**config.mk**
```make
export PLATFORM = sky130hd
export DESIGN_NAME = lrc_hole_fill
export DESIGN_NICKNAME = d
export VERILOG_FILES = /design/src/rtl/lrc_hole_fill_pkg.sv /design/src/rtl/lrc_hole_fill_sync_fifo.sv /design/src/rtl/lrc_hole_fill.sv
export SDC_FILE = /design/constraint.sdc
export NUM_CORES = 2
export LEC_CHECK = 0
export ABC_AREA = 1
export CAP_MARGIN = 15
export CELL_PAD_IN_SITES_DETAIL_PLACEMENT = 1
export CELL_PAD_IN_SITES_GLOBAL_PLACEMENT = 2
export CORE_MARGIN = 5
export CORE_UTILIZATION = 47
export CTS_BUF_LIST = sky130_fd_sc_hd__clkbuf_2 sky130_fd_sc_hd__clkbuf_4 sky130_fd_sc_hd__clkbuf_8
export CTS_CLUSTER_DIAMETER = 80
export DETAILED_ROUTE_END_ITERATION = 6
export GPL_ROUTABILITY_DRIVEN = 0
export PLACE_DENSITY = 0.94
export SLEW_MARGIN = 20
export SYNTH_ARGS = -nofsm -noshare
export SYNTH_HDL_FRONTEND = slang
export SYNTH_HIERARCHICAL = 1
export SYNTH_SLANG_ARGS = --single-unit
```
**constraint.sdc**
```tcl
create_clock -name clk -period 8.9 [get_ports clk]
set_input_delay 0.89 -clock clk [delete_from_list [all_inputs] [get_ports clk]]
set_output_delay 0.89 -clock clk [all_outputs]
set_load 0.05 [all_outputs]
```
**src/rtl/lrc_hole_fill_pkg.sv**
```systemverilog
// Shared constants and read-side state encoding
// for the LR-check hole filler.
package lrc_hole_fill_pkg;
  localparam int WIDTH = 16;
  localparam int OCC = WIDTH + 1;
  localparam int MIS = WIDTH;

  typedef enum logic {
    PASS = 1'b0,
    FILL = 1'b1
  } state_t;
endpackage

```
**src/rtl/lrc_hole_fill_sync_fifo.sv**
```systemverilog
// Show-ahead synchronous FIFO, power-of-two depth.
module sync_fifo #(
  parameter int DW = 8,
  parameter int DEPTH = 4
) (
  input  logic          clk,
  input  logic          rst,
  input  logic          push,
  input  logic          pop,
  input  logic [DW-1:0] din,
  output logic [DW-1:0] dout,
  output logic          full,
  output logic          empty
);
  localparam int AW = $clog2(DEPTH);

  logic [DW-1:0] mem [DEPTH];
  logic [AW:0] wp;
  logic [AW:0] rp;
  logic do_push;
  logic do_pop;

  assign do_push = push && !full;
  assign do_pop = pop && !empty;
  assign empty = (wp == rp);
  assign full = (wp[AW] != rp[AW]) &&
                (wp[AW-1:0] == rp[AW-1:0]);
  assign dout = mem[rp[AW-1:0]];

  always_ff @(posedge clk or posedge rst) begin
    if (rst) begin
      wp <= '0;
      rp <= '0;
    end else begin
      if (do_push) wp <= wp + 1'b1;
      if (do_pop) rp <= rp + 1'b1;
    end
  end

  always_ff @(posedge clk) begin
    if (do_push) mem[wp[AW-1:0]] <= din;
  end
endmodule

```
**src/rtl/lrc_hole_fill.sv**
```systemverilog
// Fills LR-check holes with min of the valid
// neighbours; runs are resolved before replay.
module lrc_hole_fill #(
  parameter int WIDTH = lrc_hole_fill_pkg::WIDTH,
  parameter int MAX_RUN = 64,
  parameter int PIX_DEPTH = 128
) (
  input  logic             clk,
  input  logic             rst,
  input  logic             clken,
  input  logic [10:0]      img_width,
  input  logic             fill_en,
  input  logic [WIDTH-1:0] invalid_val,
  input  logic             valid_in,
  input  logic [WIDTH+1:0] disp_in,
  output logic [WIDTH+1:0] disp_out,
  output logic             valid_out,
  output logic             row_done,
  output logic             overflow
);
  import lrc_hole_fill_pkg::*;

  localparam int LW = $clog2(MAX_RUN + 1);
  localparam int PW = WIDTH + 3;
  localparam int RW = WIDTH + LW;

  logic [10:0] col;
  logic [WIDTH-1:0] lv;
  logic lv_ok;
  logic [LW-1:0] run_cnt;
  logic [LW-1:0] run_nxt;
  logic acc, bad, col0, eor, lv_ok_e, hit_max;
  logic [WIDTH-1:0] dv;
  logic close;
  logic [LW-1:0] rlen;
  logic [WIDTH-1:0] rfill;
  logic drop, wr;

  logic pix_full, pix_empty, pix_pop;
  logic run_full, run_empty, run_pop;
  logic [PW-1:0] head;
  logic [RW-1:0] run_head;

  state_t state, nstate;
  logic [LW-1:0] cnt;
  logic cnt_ld, out_ld;
  logic [WIDTH+1:0] out_d;
  logic [WIDTH+1:0] dq;
  logic vq, rq;
  logic head_bad;

  assign acc = clken && valid_in;
  assign bad = |disp_in[WIDTH+1:WIDTH];
  assign dv = disp_in[WIDTH-1:0];
  assign col0 = (col == 11'd0);
  assign eor = (col == img_width - 11'd1);
  assign lv_ok_e = lv_ok && !col0;
  assign run_nxt = run_cnt + 1'b1;
  assign hit_max = (run_nxt == LW'(MAX_RUN));

  // A valid pixel closes an open run as its right neighbour
  always_comb begin
    close = 1'b0;
    rlen = run_cnt;
    rfill = invalid_val;
    if (bad) begin
      close = eor || hit_max;
      rlen = run_nxt;
      rfill = lv_ok_e ? lv : invalid_val;
    end else if (run_cnt != '0) begin
      close = 1'b1;
      if (lv_ok_e) rfill = (lv < dv) ? lv : dv;
      else rfill = dv;
    end
  end

  assign drop = acc && (pix_full || (close && run_full));
  assign wr = acc && !drop;

  always_ff @(posedge clk or posedge rst) begin
    if (rst) begin
      col <= '0;
      lv <= '0;
      lv_ok <= 1'b0;
      run_cnt <= '0;
      overflow <= 1'b0;
    end else begin
      if (acc) begin
        col <= eor ? 11'd0 : col + 11'd1;
        if (wr && !bad) begin
          lv <= dv;
          lv_ok <= 1'b1;
        end else begin
          lv_ok <= lv_ok_e;
        end
      end
      if (wr) begin
        if (bad) run_cnt <= close ? '0 : run_nxt;
        else run_cnt <= '0;
      end
      if (drop) overflow <= 1'b1;
    end
  end

  sync_fifo #(.DW(PW), .DEPTH(PIX_DEPTH)) u_pix (
    .clk(clk),
    .rst(rst),
    .push(wr),
    .pop(pix_pop),
    .din({eor, disp_in}),
    .dout(head),
    .full(pix_full),
    .empty(pix_empty)
  );

  sync_fifo #(.DW(RW), .DEPTH(4)) u_run (
    .clk(clk),
    .rst(rst),
    .push(wr && close),
    .pop(run_pop),
    .din({rfill, rlen}),
    .dout(run_head),
    .full(run_full),
    .empty(run_empty)
  );

  assign head_bad = |head[WIDTH+1:WIDTH];

  always_comb begin
    nstate = state;
    pix_pop = 1'b0;
    run_pop = 1'b0;
    cnt_ld = 1'b0;
    out_ld = 1'b0;
    out_d = head[WIDTH+1:0];
    if (clken) begin
      unique case (state)
        PASS: begin
          if (!pix_empty && !head_bad) begin
            pix_pop = 1'b1;
            out_ld = 1'b1;
          end else if (!pix_empty && !run_empty) begin
            cnt_ld = 1'b1;
            nstate = FILL;
          end
        end
        FILL: begin
          if (!pix_empty) begin
            pix_pop = 1'b1;
            out_ld = 1'b1;
            if (fill_en)
              out_d = {head[WIDTH+1:WIDTH],
                       run_head[RW-1:LW]};
            if (cnt == LW'(1)) begin
              run_pop = 1'b1;
              nstate = PASS;
            end
          end
        end
        default: nstate = PASS;
      endcase
    end
  end

  always_ff @(posedge clk or posedge rst) begin
    if (rst) begin
      state <= PASS;
      cnt <= '0;
      dq <= '0;
      vq <= 1'b0;
      rq <= 1'b0;
    end else if (clken) begin
      state <= nstate;
      if (cnt_ld) cnt <= run_head[LW-1:0];
      else if (out_ld && state == FILL) cnt <= cnt - 1'b1;
      vq <= out_ld;
      rq <= out_ld && head[PW-1];
      if (out_ld) dq <= out_d;
    end
  end

  assign disp_out = dq;
  assign valid_out = vq && clken;
  assign row_done = rq && clken;
endmodule

```
======== After elaboration in Yosys (flattened, before gate mapping) ========
Memory sizes are Yosys's and may differ from the RTL's.
Index checks and enable logic that the tools add are counted.
cells by class
  order comparisons ....................... 1
  div/mod/pow operators ................... 0
  bitwise operators ....................... 1
  shift-type cells ........................ 0
  add/subtract/negate cells ............... 8
  multipliers ............................. 0
  mux-type cells .......................... 36
  reduce and logical (&&, ||, !) cells .... 37
  eq/ne operators ......................... 9
operators by type and width
  kind                                                                  number
  16-bit two-way mux                                                    8
  7-bit two-way mux                                                     5
  1-bit two-way mux                                                     20
  1-bit logical AND                                                     19
  8-bit by 1-bit adder with 8-bit output, second input constant         2
  16-bit less-than comparator                                           1
  11-bit by 1-bit adder with 11-bit output, second input constant       1
  11-bit == test                                                        1
  11-bit zero test                                                      1
  11-bit two-way mux                                                    1
  11-bit by 1-bit subtractor with 11-bit output, second input constant  1
  8-bit == test                                                         1
  1-bit zero test                                                       8
  7-bit by 1-bit adder with 7-bit output, second input constant         1
  7-bit by 1-bit == test with 1-bit output, second input constant       1
  7-bit == test                                                         1
  7-bit == test, second input constant                                  1
  7-bit nonzero test                                                    1
  7-bit by 1-bit subtractor with 7-bit output, second input constant    1
  3-bit by 1-bit adder with 3-bit output, second input constant         2
  2-bit AND reduction                                                   3
  1-bit case mux with 2 select lines                                    2
  2-bit OR reduction                                                    2
  3-bit == test                                                         1
  other kinds (5)                                                       7
storage, ports and cells
  bits in latches ......................... 0
  memory bits (read-only) ................. 0
  input bits .............................. 50
  output and inout bits ................... 21
  flip-flop bits (word level) ............. 86
  memory bits (writable) .................. 2524
  memories ................................ 2
memory list
  memory     depth  bits a word  read ports  clocked after memory_dff  write ports  RTL line                       RTL
  u_pix.mem  128    19           1           0                         1            lrc_hole_fill_sync_fifo.sv:17  logic [DW-1:0] mem [DEPTH];
  u_run.mem  4      23           1           0                         1            lrc_hole_fill_sync_fifo.sv:17

======== Depth between registers and ports, before layout ========
  depth after elaboration ................. 13
  gate-level depth with buffers ........... 25
  depth with buffers taken out ............ 22

======== Hierarchy ========
Netlist, hierarchy kept.
modules (own cells, without submodules)
  module             cells an instance  seq. area each (µm²)  instances  area an instance (µm²)
  sync_fifo (u_pix)  9735               73430.4               1          103355.4
  lrc_hole_fill      723                1601.5                1          4843.4
  sync_fifo (u_run)  284                2912.8                1          3817.4

======== Least setup slack after synthesis ========
OpenSTA, ideal clock, no wires.
  path kind ............................... input to register
  from .................................... input port img_width[0]
  to ...................................... memory u_pix/mem[0][18] (netlist bit), data pin
  stages .................................. 12
  required time ........................... 8.104 ns
  path buffers ............................ 0
  path slack .............................. 3.270 ns
  arrival ................................. 4.834 ns
  cells stage by stage .................... inv_1 -> ha_1 -> nand2_2 -> nor2_2 -> nand2_1 -> nand2_2 -> nand2_1 -> nand2_1 -> nand3_1 -> nor2_1 -> nand3_1 -> nor2_1
on the way
  cells in the longest elaborated chain, start to end .. 2
RTL lines
  element                                        RTL line                       RTL
  from (decl)                                    lrc_hole_fill.sv:11            input logic [10:0] img_width,
  11-bit by 1-bit subtractor with 11-bit output  lrc_hole_fill.sv:56            assign eor = (col == img_width - 11'd1);
  11-bit == test                                 lrc_hole_fill.sv:56
  via eor                                        lrc_hole_fill.sv:32            logic acc, bad, col0, eor, lv_ok_e, hit_max;
  to (decl)                                      lrc_hole_fill_sync_fifo.sv:17
The timed path passes the listed nets, and every way through them passes these cells.

======== Worst setup path after layout ========
  from .................................... register run_cnt[0]
  to ...................................... memory u_pix/mem[2][5] (netlist bit) (enable)
on the way
  cells in the longest elaborated chain, start to end .. 12
  elaborated cells between the ends (all ways) .. 14
  classes of those cells .................. add/sub (1); eq/ne (1); mux (4); reduce/logical (8)
RTL lines
  element                                      RTL line                       RTL
  from (decl)                                  lrc_hole_fill.sv:30            logic [LW-1:0] run_cnt;
  from (signal assigned)                       lrc_hole_fill.sv:98            if (bad) run_cnt <= close ? '0 : run_nxt;
  7-bit by 1-bit adder with 7-bit output       lrc_hole_fill.sv:58            assign run_nxt = run_cnt + 1'b1;
  7-bit == test                                lrc_hole_fill.sv:59            assign hit_max = (run_nxt == LW'(MAX_RUN));
  1-bit logical OR                             lrc_hole_fill.sv:67            close = eor || hit_max;
  1-bit two-way mux (*)                        lrc_hole_fill.sv:66            if (bad) begin
  1-bit logical AND (*)                        lrc_hole_fill.sv:77            assign drop = acc && (pix_full || (close && run_full));
  1-bit logical OR (*)                         lrc_hole_fill.sv:77
  1-bit logical AND (*)                        lrc_hole_fill.sv:77
  1-bit zero test (*)                          lrc_hole_fill.sv:78            assign wr = acc && !drop;
  1-bit logical AND (*)                        lrc_hole_fill.sv:78
  via wr                                       lrc_hole_fill.sv:37            logic drop, wr;
  1-bit logical AND (*)                        lrc_hole_fill_sync_fifo.sv:23  assign do_push = push && !full;
  1-bit two-way mux (*)                        lrc_hole_fill_sync_fifo.sv:41  if (do_push) mem[wp[AW-1:0]] <= din;
  1-bit two-way mux (not written as such) (*)  lrc_hole_fill_sync_fifo.sv:41
The timed path passes the listed nets; every way through them passes the cells marked *.

==> results.rst <==
.. list-table::
   :header-rows: 1

   * - Metric
     - Value
   * - Fraction of synthesis flops using an asynchronous set or reset pin
     - 3.295%
   * - Total standard cell area after synthesis
     - 0.1120 mm^2
   * - Gate count of the mapped netlist
     - 10740
   * - Area added between synthesis and finish
     - 10.83%
   * - Synthesized area divided by synthesized cell count
     - between 10 and 15 um^2
   * - Cell row count
     - 179
   * - Summed negative setup slack over all endpoints
     - 0 ps
   * - Fill cell total of the finished layout
     - ~26000
   * - First-pass GRT wire length
     - approximately 540 mm
   * - Synth area leader
     - edfxtp_1
   * - Detailed-route via count
     - approximately 81000
   * - Post-cts gate resize count
     - 0
   * - Top FF cell, synth
     - edfxtp_1
   * - Largest cells by area after synthesis
     - edfxtp_1 68%, nand2_1 11%, nor2_1 4.5%, nand3_1 4.5%, inv_1 3.5%
   * - Port-buffer cells
     - 70
   * - Area enclosed by the die boundary
     - between 0.2 and 0.25 mm^2
   * - Storage cell area
     - about 0.078 mm^2
   * - Clock root buffer master
     - clkbuf_8
   * - Clock-pin slew reported for the worst setup and hold paths after clock tree synthesis
     - around 60 ps
   * - Worst-path fanout max
     - 19
   * - Largest net degree at the start of global routing
     - slightly below 200
   * - Layout cell share with drive strength beyond 1
     - 9.011%
   * - Post-detailed-route via-to-cell ratio
     - roughly 5.7
   * - Worst setup path class
     - reg2reg
   * - Drc violations
     - 0
   * - Number of sinks on the clock net
     - approximately 2600
   * - Buffer depth of the longest clock path
     - 4
   * - WP data arrival
     - approximately 6500 ps
   * - Peak ir drop on the vdd network
     - ~0.25 mV
   * - Worst-case headroom to the max-slew limit
     - 11.31%
   * - First DRT Iteration DRCs
     - between 9000 and 10000
   * - Setup crit start kind
     - register
   * - Total wire length
     - 367.1 mm
   * - Endpoints failing setup
     - 0
   * - Pwr per Cell Area
     - ~300 mW/mm^2
   * - Capturing element type of the critical path
     - register
   * - Area taken by multi-input logic gates
     - 0.02794 mm^2
   * - Number of maximum-capacitance violations
     - 0
   * - Pre-CTS setup slack
     - 2252 ps
   * - Number of nets still failing antenna checks after routing
     - 0
   * - CTS tree
     - done
   * - Share of Yosys cell area claimed by the top area cell type
     - 67.66%
   * - Width of the die
     - ~500 um
   * - Wirelength per Cell
     - 25.63 um
   * - Via count of the first global-routing pass
     - ~84000
   * - Time the worst path needs with I/O delays and setup
     - 5872 ps
   * - HPWL after detailed placement
     - approximately 220 mm
   * - Synthesized netlist net count
     - 10820
   * - NumNets Final
     - 10900
   * - DR pass1 iterations
     - 6
   * - Number of slew-limit violations in the final report
     - 0
   * - Run status
     - finished clean
   * - Initial antenna violation count
     - 14
   * - Highest achievable clock rate
     - approximately 0.17 GHz
   * - Number of distinct library cells after synthesis
     - 44
   * - Min-Delay Path Depth
     - 1
   * - Maximum level of the CTS H-tree
     - 5
   * - Seq cells post-synth
     - 2610
   * - Number of buffers added to fix hold violations after cts
     - 0
   * - Count of flip-flops with a built-in enable after synthesis
     - roughly 2500
   * - Leakage
     - 49.14 nW
   * - Starting density of the core
     - a little under half
   * - Worst Tran Pin Value
     - between 1000 and 1500 ps
   * - Dominant cell by count in the synthesized netlist
     - nand2_1
   * - Worst endpoint required time
     - roughly 9600 ps
   * - Worst min path class
     - in2reg
   * - Post-route core utilization
     - 52.24%
   * - Setup repair after global routing missed its margin
     - no
   * - Final Skew
     - 149.7 ps
   * - Synth warn
     - 6
   * - Fraction of the yosys area taken by sequential cells
     - a little over two thirds
   * - Period Utilization, post-route
     - 65.98%
   * - Setup fix buffers added after clock tree synthesis
     - 0
   * - # IOs
     - 71
   * - Overflow left after global routing
     - 0
   * - Global-route total usage across every layer
     - between 20% and 30%
   * - Placeable Area
     - roughly 0.24 mm^2
   * - Number of buffers inserted during clock tree synthesis
     - around 440
   * - Slack of the critical path
     - 3028 ps
   * - Cells on worst reg2reg path
     - 13
   * - Commonest cells post-synth
     - 3275 x nand2_1, 2524 x edfxtp_1, 1346 x nor2_1
   * - Later-pin clock latency in the skew report
     - between 1000 and 1500 ps
   * - Height of the chip
     - approximately 500 um
   * - Hold violation count in the final report
     - 0
==> kinds of logic (layout without fill, tap and decap cells) <==
logic type               count (synthesis)  count (layout)  synth area share, %
AND/OR/NAND/NOR                       5716            5716                20.60
other                                    0              12                    0
XOR/XNOR                                37              37               0.2893
AO/OA/AOI/OAI                          726             726                3.315
flip-flops                            2610            2610                69.58
adder cells (fa/ha/maj)                 29              29               0.3239
buffers and inverters                 1624            2024                5.888
==> worst max-delay path, cell delays in order (launching register included) <==
cell and delay [ps]:
dfrtp_1 410, inv_1 140, ha_1 170, nand3_1 130, nor4_4 690, nand2_1 270
nand3_4 190, nand3_4 190, inv_1 370, nand2_2 220, inv_4 220, nand4_2 880
buf_4 630, nor2_2 860
==> routing by layer <==
metal  share of wire, %  wire length [um]  global-route usage [%]  vias to the layer above
met4                4.4             16160                   12.12                        4
met2                 48            176200                   47.25                     3799
met3                8.7             31860                   5.045                      824
li1                   -                 -                       -                    35620
met5             0.0063                23                       0                        -
met1                 39            142800                   37.93                    40910
==> stage by stage <==
stage,area [um^2],std cells,total power [mW],hold WS (ps)
floorplan,112000,10740,22.10,460.7
global placement,115600,13540,26.63,474.9
detailed placement,115600,13540,27.12,478.3
CTS,124000,14310,37.59,108.3
global route,124100,14310,39.38,127.9
finish,124100,14320,37.76,209.0
==> registers in the layout (all words and copies together) (netlist names), 3 cells and up <==
| register | count |
|---|---|
| u_pix/mem | 2432 |
| u_run/mem | 92 |
| disp_out | 18 |
| lv | 16 |
| col | 11 |
| u_pix/rp | 8 |
| u_pix/wp | 8 |
| cnt | 7 |
| run_cnt | 7 |
| u_run/rp | 3 |
| u_run/wp | 3 |
==> power by group <==
part	total [mW]	switching [mW]	internal [mW]
Sequential	14.1	0.357	13.8
Clock	10.5	4.84	5.64
Combinational	13.2	10.1	3.10
==> path summary, 6_finish.rpt <==
path                       slack, ps       start                 to
setup reg to reg                3030  run_cnt[0]    u_pix/mem[2][5]
max in group asynchronous       7300         rst              lv[9]
min in group asynchronous        290         rst        u_run/rp[2]
hold reg to reg                  490    overflow           overflow
hold / removal                   210  disp_in[8]  u_pix/mem[119][8]
setup / recovery                3030  run_cnt[0]    u_pix/mem[2][5]
==> area by class of cell <==
cell class | instances | area share [%]
well taps | 3167 | 3.192
diodes | 12 | 0.02419
flip-flops and latches | 2610 | 62.80
multi-input cells | 6508 | 22.50
inverters | 1059 | 3.226
clock buffers | 619 | 6.092
clock inverters | 145 | 0.6733
repair buffers | 201 | 1.492
==> cells in the final DEF (no fill, tap or decap), types with 52 or more instances in the layout <==
cell type,instances
a21oi_1,112
edfxtp_1,2524
clkdlybuf4s50_1,52
buf_4,119
o21ai_0,550
nand3_1,1000
clkbuf_4,153
dfrtp_1,82
nand2_1,3275
inv_1,1046
clkbuf_8,466
nor2_2,99
nor2_1,1225
clkinv_1,97
Note: power is estimated with default switching activity, not from simulation.
